`config.mk`:
```
export PLATFORM = sky130hd
export DESIGN_NAME = gf180mcu_digit_serial_adder
export DESIGN_NICKNAME = d
export VERILOG_FILES = /design/src/rtl/gf180mcu_digit_serial_adder.sv
export SDC_FILE = /design/constraint.sdc
export NUM_CORES = 1
export LEC_CHECK = 0
export CELL_PAD_IN_SITES_DETAIL_PLACEMENT = 0
export CELL_PAD_IN_SITES_GLOBAL_PLACEMENT = 1
export CORE_AREA = 2 2 94 96
export DETAILED_ROUTE_END_ITERATION = 10
export DIE_AREA = 0 0 96 98
export PLACE_DENSITY_LB_ADDON = 0.08
export SYNTH_ARGS = -nofsm -noshare
export SYNTH_HDL_FRONTEND = slang
export SYNTH_SLANG_ARGS = --single-unit
```
`constraint.sdc`:
```
create_clock -name CLK -period 1.9 [get_ports CLK]
set_clock_uncertainty 0.1 [all_clocks]
set_input_delay 0.38 -clock CLK [delete_from_list [all_inputs] [get_ports CLK]]
set_output_delay 0.38 -clock CLK [all_outputs]
set_load 0.005 [all_outputs]
```
`src/rtl/gf180mcu_digit_serial_adder.sv`:
```
// Digit-serial adder: WIDTH-bit A+B+CI computed DIGIT bits per clock through one shared
// DIGIT-bit slice with a registered carry; valid/ready on both sides, one operation in flight.
module gf180mcu_digit_serial_adder #(
    parameter int unsigned WIDTH = 16,
    parameter int unsigned DIGIT = 4
) (
    input  logic             CLK,
    input  logic             RST,
    input  logic             IN_VALID,
    output logic             IN_READY,
    input  logic [WIDTH-1:0] A,
    input  logic [WIDTH-1:0] B,
    input  logic             CI,
    output logic             OUT_VALID,
    input  logic             OUT_READY,
    output logic [WIDTH-1:0] S,
    output logic             CO,
    output logic             OV
);

    // WIDTH must be a whole number of digits.
    localparam int unsigned NDIG = WIDTH / DIGIT;
    localparam int unsigned CW   = (NDIG > 1) ? $clog2(NDIG) : 1;

    typedef enum logic [1:0] {
        ST_IDLE,
        ST_RUN,
        ST_DONE
    } state_t;

    state_t           r_state;
    logic [WIDTH-1:0] r_a_sh;
    logic [WIDTH-1:0] r_b_sh;
    logic [WIDTH-1:0] r_res;
    logic             r_carry;
    logic [CW-1:0]    r_cnt;
    logic [WIDTH-1:0] r_s;
    logic             r_co;
    logic             r_ov;
    logic             r_out_valid;

    logic [DIGIT:0]   w_dsum;
    logic [WIDTH-1:0] w_digit_ext;
    logic [WIDTH-1:0] w_res_next;
    logic             w_msb_cin;
    logic             w_last;
    logic             w_accept;
    logic             w_run;

    // Shared adder slice operating on the lowest unprocessed digit.
    assign w_dsum      = {1'b0, r_a_sh[DIGIT-1:0]} + {1'b0, r_b_sh[DIGIT-1:0]}
                       + (DIGIT+1)'(r_carry);
    assign w_digit_ext = WIDTH'(w_dsum[DIGIT-1:0]);
    assign w_res_next  = (r_res >> DIGIT) | (w_digit_ext << (WIDTH - DIGIT));

    // On the last digit, bit DIGIT-1 of the slice is operand bit WIDTH-1.
    assign w_msb_cin   = r_a_sh[DIGIT-1] ^ r_b_sh[DIGIT-1] ^ w_dsum[DIGIT-1];
    assign w_last      = (r_cnt == CW'(NDIG - 1));
    assign w_run       = (r_state == ST_RUN);

    assign IN_READY    = !RST && ((r_state == ST_IDLE) || ((r_state == ST_DONE) && OUT_READY));
    assign w_accept    = IN_VALID && IN_READY;

    assign S           = r_s;
    assign CO          = r_co;
    assign OV          = r_ov;
    assign OUT_VALID   = r_out_valid;

    // Control FSM and result registers; results only move on the edge entering DONE.
    always_ff @(posedge CLK) begin
        if (RST) begin
            r_state     <= ST_IDLE;
            r_s         <= '0;
            r_co        <= 1'b0;
            r_ov        <= 1'b0;
            r_out_valid <= 1'b0;
        end else begin
            case (r_state)
                ST_IDLE: begin
                    if (w_accept) begin
                        r_state <= ST_RUN;
                    end
                end
                ST_RUN: begin
                    if (w_last) begin
                        r_state     <= ST_DONE;
                        r_s         <= w_res_next;
                        r_co        <= w_dsum[DIGIT];
                        r_ov        <= w_msb_cin ^ w_dsum[DIGIT];
                        r_out_valid <= 1'b1;
                    end
                end
                ST_DONE: begin
                    if (OUT_READY) begin
                        r_out_valid <= 1'b0;
                        r_state     <= w_accept ? ST_RUN : ST_IDLE;
                    end
                end
                default: begin
                    r_state     <= ST_IDLE;
                    r_out_valid <= 1'b0;
                end
            endcase
        end
    end

    // Operand shift registers, partial result, digit carry and digit counter.
    always_ff @(posedge CLK) begin
        if (RST) begin
            r_a_sh  <= '0;
            r_b_sh  <= '0;
            r_res   <= '0;
            r_carry <= 1'b0;
            r_cnt   <= '0;
        end else if (w_accept) begin
            r_a_sh  <= A;
            r_b_sh  <= B;
            r_carry <= CI;
            r_cnt   <= '0;
        end else if (w_run) begin
            r_a_sh  <= r_a_sh >> DIGIT;
            r_b_sh  <= r_b_sh >> DIGIT;
            r_res   <= w_res_next;
            r_carry <= w_dsum[DIGIT];
            r_cnt   <= r_cnt + CW'(1);
        end
    end

endmodule
```
# Word level (Yosys, flattened, before mapping)
# Index checks and enable logic that the tools add are counted.
[totals]
input_bits = 37
out_inout_bits = 20
reg_bits = 72
word_cells = 51
[op_classes]
add_sub_neg = 3
n_bitwise = 6
reduce_logical = 12
mux = 14
n_eq_ne = 6
[op_table]
columns = ["operator", "count"]
rows = [
  ["two-way mux 16 bit", 4],
  ["bitwise OR 12 x 16 -> 16 bit", 1],
  ["two-way mux 2 bit", 3],
  ["inequality test 2 bit, second input constant", 3],
  ["one-hot mux 2 bit (3 select lines)", 1],
  ["AND reduction 3 bit", 2],
  ["adder 4 x 4 -> 5 bit", 1],
  ["adder 5 x 1 -> 5 bit", 1],
  ["two-way mux 1 bit", 5],
  ["== test 2 bit, second input constant", 2],
  ["AND reduction 2 bit", 2],
  ["logical AND 1 bit", 3],
  ["one-hot mux 1 bit (3 select lines)", 1],
  ["XOR 1 bit", 3],
  ["adder 2 x 1 -> 2 bit, second input constant", 1],
  ["== test 2 x 1 -> 1 bit, second input constant", 1],
  ["logical NOT 2 bit", 1],
  ["inverter 1 bit", 2],
  ["nonzero test 2 bit", 1],
  ["OR reduction 2 bit", 1],
  ["logical NOT 1 bit", 1],
  ["logical OR 1 bit", 1],
]

# Longest topological paths before layout
[logic_depth]
word_depth = 8
ltp_mapped = 7
mapped_depth_nobuf = 7

# Worst setup path before layout
# Ideal clock, no wire load.
[synth_timing]
kind = "flip-flop to flip-flop"
startpoint = "register r_a_sh[0]"
endpoint = "register r_ov, in the netlist OV"
path_stages_with_launch = 8
n_path_buf = 0
required_ns = 1.721
synth_period_minus_slack_ns = 1.809
setup_ns = 0.079
arrival_ns = 1.630
slack_ns = 0.091
cell_sequence = "dfxtp_1 fa_1 inv_1 fa_1 nand2b_1 a21oi_1 xnor2_1 a211oi_2"
[synth_via]
elab_chain_len = 4
[synth_rtl]
columns = ["element", "line", "text"]
rows = [
  ["from (decl)", "32", "logic [WIDTH-1:0] r_a_sh;"],
  ["from (signal assigned)", "121", "r_a_sh <= r_a_sh >> DIGIT;"],
  ["adder 4 x 4 -> 5 bit (*)", "51", "assign w_dsum = {1'b0, r_a_sh[DIGIT-1:0]} + {1'b0, r_b_sh[DIGIT-1:0]}"],
  ["adder 5 x 1 -> 5 bit (*)", "52", "+ (DIGIT+1)'(r_carry);"],
  ["XOR 1 bit", "57", "assign w_msb_cin = r_a_sh[DIGIT-1] ^ r_b_sh[DIGIT-1] ^ w_dsum[DIGIT-1];"],
  ["XOR 1 bit (*)", "89", "r_ov <= w_msb_cin ^ w_dsum[DIGIT];"],
  ["to (signal assigned)", "89", ""],
  ["to (decl)", "39", "logic r_ov;"],
]
# Every way passes the cells marked *; elsewhere a longest branch is shown, timed or not.
# A chain may end at the register's enable or synchronous reset.

# Worst setup path in the final report
[layout_timing]
startpoint = "register r_a_sh[2]"
endpoint = "register r_ov, in the netlist OV"
# Same word-level chain as after synthesis.

==> results.sh <==
export IMPL_yosys_area_share_simple=0.1906
export IMPL_synth_cells=322
export IMPL_period_share=0.9491
export IMPL_final_common_cell="nand2_1"
export IMPL_netlist_area_um2=2803
export IMPL_avgSynthCellArea_um2=8.704
export IMPL_dp_cells=473
export IMPL_drt_wl_total_um=6545
export IMPL_yosys_mux_area_fraction=0.003571
export IMPL_reg2reg_slack_ns=0.1
export IMPL_fin_util=0.4412
export IMPL_clk_pin_slew_ns=0.07
export IMPL_crit_type="reg2reg"
export IMPL_root_buffer="clkbuf_8"
export IMPL_clkLatencyLatePin_ns=0.34
export IMPL_period_needed_ns=1.803
export IMPL_cts_sinks=68
export IMPL_grt_usage=0.1488
export IMPL_syn_num_nets=365
export IMPL_rows=34
export IMPL_ys_ff_latch=68
export IMPL_max_stage_delay_ns=0.38
export IMPL_arrival_ns=1.90
export IMPL_nets=419
export IMPL_cts_made_buffers=9
export IMPL_synthArstFlopShare=0
export IMPL_antenna_found_initial=0
export IMPL_yosysWarnings=0
export IMPL_relSlewSlack=0.5668
export IMPL_firstDrtPassIters=4
export IMPL_portBuffers=56
export IMPL_num_io_pins=57
export IMPL_cts_tree="done"
export IMPL_crit_path_max_fanout=4
export IMPL_final_cell_count_no_fill=489
export IMPL_num_vias=2332
export IMPL_ys_types=37
export IMPL_status="finished clean"
export IMPL_synth_edff_count=0
export IMPL_synth_fa_ha_area_frac=0.03214
export IMPL_path_cells="ha_1, and3_1, or2_2, xnor2_1, a211oi_2"
export IMPL_crit_family="simple AND/OR/NAND/NOR gates"
export IMPL_grt_max_degree=57
export IMPL_hold_buffers=0
export IMPL_viasPerCell=4.769
export IMPL_wl_per_cell_um=13.38
export IMPL_clockBufferDepth=2
export IMPL_required_ns=1.99
export IMPL_first_global_vias=2197
export IMPL_drc_errors=0
export IMPL_yosysSeqAreaShare=0.4857
export IMPL_grt_pass1_wl_um=10920
export IMPL_area_growth_synth_to_final_pct=33.26
export IMPL_synth_top_family_by_area="compound AO/OA/AOI/OAI gates"
export IMPL_max_freq_ghz=0.5546
export IMPL_final_cell_mix="nand2_1 (85), dfxtp_1 (65), a21oi_1 (60)"
export IMPL_fp_coreArea_um2=8466
export IMPL_die_h_um=98
export IMPL_worst_setup_path_end_kind="flop"
export IMPL_powerDensity_nw_per_um2=889.1
export IMPL_dieWidth_um=96
export IMPL_diodes=0
export IMPL_cap_viol_max_count=0
export IMPL_p_leak_nw=1.269
export IMPL_synth_compound_area_share=0.2170
export IMPL_drv_slew=0
export IMPL_die_area_um2=9408
export IMPL_synth_xor_area_frac=0.009375
export IMPL_hold_viol_final=0
export IMPL_globalRoute_totalOverflow=0
export IMPL_setup_viol=0
export IMPL_ir_drop_mv=0.4518
export IMPL_hold_path_class="reg2reg"
export IMPL_cp_start_kind="flop"
export IMPL_cts_max_level=3
export IMPL_hpwl_um=4289
export IMPL_crit_buf_inv=0
export IMPL_worstMarginPinSlew_ns=0.6498
export IMPL_start_util=0.3311
export IMPL_synthFlopType="dfxtp_1"
export IMPL_gp_congestion=0.7289
export IMPL_slowest_stage="ha_1"
export IMPL_drive_gt1_frac=0.1365
export IMPL_drtIter0Drc=54
export IMPL_ant_nets=0
-- metrics by stage --
stage / total power [mW] / hold slack (ns) / cell area (um2) / TNS [ns] / setup WS (ns)
floorplan: 1.743 / 0.3321 / 2803 / 0 / 0.09064
detailed placement: 1.892 / 0.3465 / 3455 / -3.136 / -0.2193
finish: 3.321 / 0.3511 / 3735 / 0 / 0.09679
CTS: 3.359 / 0.3559 / 3706 / 0 / 0.02445
global route: 3.468 / 0.3664 / 3735 / -0.0008569 / -0.0008569
global placement: 1.889 / 0.3387 / 3455 / -3.051 / -0.1926
-- what timing repair did --
action                                  CTS  global route
resized for setup                         2             8
cloned                                    0             0
endpoints found under the setup margin    3             6
buffers inserted                          0             0
pin swaps                                 0             2
-- registers in the layout, summed over array words and instances, names as in the netlist --
name       cells
r_res         12
r_carry        1
r_a_sh        16
r_state        2
OV             1
r_b_sh        16
r_cnt          2
CO             1
OUT_VALID      1
S             16
-- report_power, final --
group          switching, mW  internal [mW]
Combinational          0.184          0.167
Clock                  0.554          0.908
Sequential            0.0334           1.47
Total                  0.772           2.55
-- cell usage after synthesis (2+ instances only) --
| master | number | area share |
|---|---|---|
| nand2_1 | 85 | 0.11 |
| dfxtp_1 | 68 | 0.49 |
| a21oi_1 | 61 | 0.11 |
| a22oi_1 | 20 | 0.054 |
| buf_2 | 9 | 0.016 |
| nor2_1 | 9 | 0.012 |
| nand3b_1 | 8 | 0.021 |
| a22oi_2 | 5 | 0.022 |
| buf_6 | 5 | 0.020 |
| clkbuf_1 | 5 | 0.0067 |
| inv_1 | 5 | 0.0067 |
| buf_4 | 4 | 0.011 |
| ha_1 | 4 | 0.018 |
| nor3_1 | 4 | 0.0071 |
| o21ai_0 | 3 | 0.0054 |
| xnor2_1 | 3 | 0.0094 |
| a211oi_2 | 2 | 0.0089 |
| fa_1 | 2 | 0.014 |
| nand3_1 | 2 | 0.0036 |
-- final cells by class --
type	count	area, um2
multi-input combinational	225	1305
inverter	5	18.77
clock inverter	6	111.4
tap	108	135.1
clock buffer	10	137.6
timing repair buffer	67	661.9
sequential	68	1365
fill	855	4731
-- layer usage --
layer | vias to the layer above | part of all wire | wire, um | GRT usage
li1 | 1207 | - | - | -
met2 | 40 | 0.47 | 3082 | 0.2260
met4 | 0 | 0.016 | 104 | 0.06264
met1 | 1076 | 0.47 | 3108 | 0.2007
met5 | - | 0 | 0 | 0
met3 | 9 | 0.038 | 249 | 0.03549
-- cell families (layout without fill, tap and decap cells) --
logic type / after synthesis / after routing
and+or+nand+nor: 119 / 119
xor gates and xnor gates: 3 / 3
buffers and inverters: 29 / 88
DFF: 68 / 68
adders and majority gates: 6 / 6
AOI/OAI and AO/OA: 96 / 96
muxes: 1 / 1
-- worst paths after layout --
check                           startpoint  endpoint  depth (start not counted)
worst min-delay path              r_res[4]      S[0]                          2
worst max register to register   r_a_sh[2]        OV                          5
worst max-delay path             r_a_sh[2]        OV                          5
worst min register to register    r_res[4]      S[0]                          2
-- tightest hold or removal path: stages, from the launching register on --
cell	delay, ns
dfxtp_1	0.31
nand2_1	0.05
a21oi_1	0.05
Power figures use the tool's default switching activity.
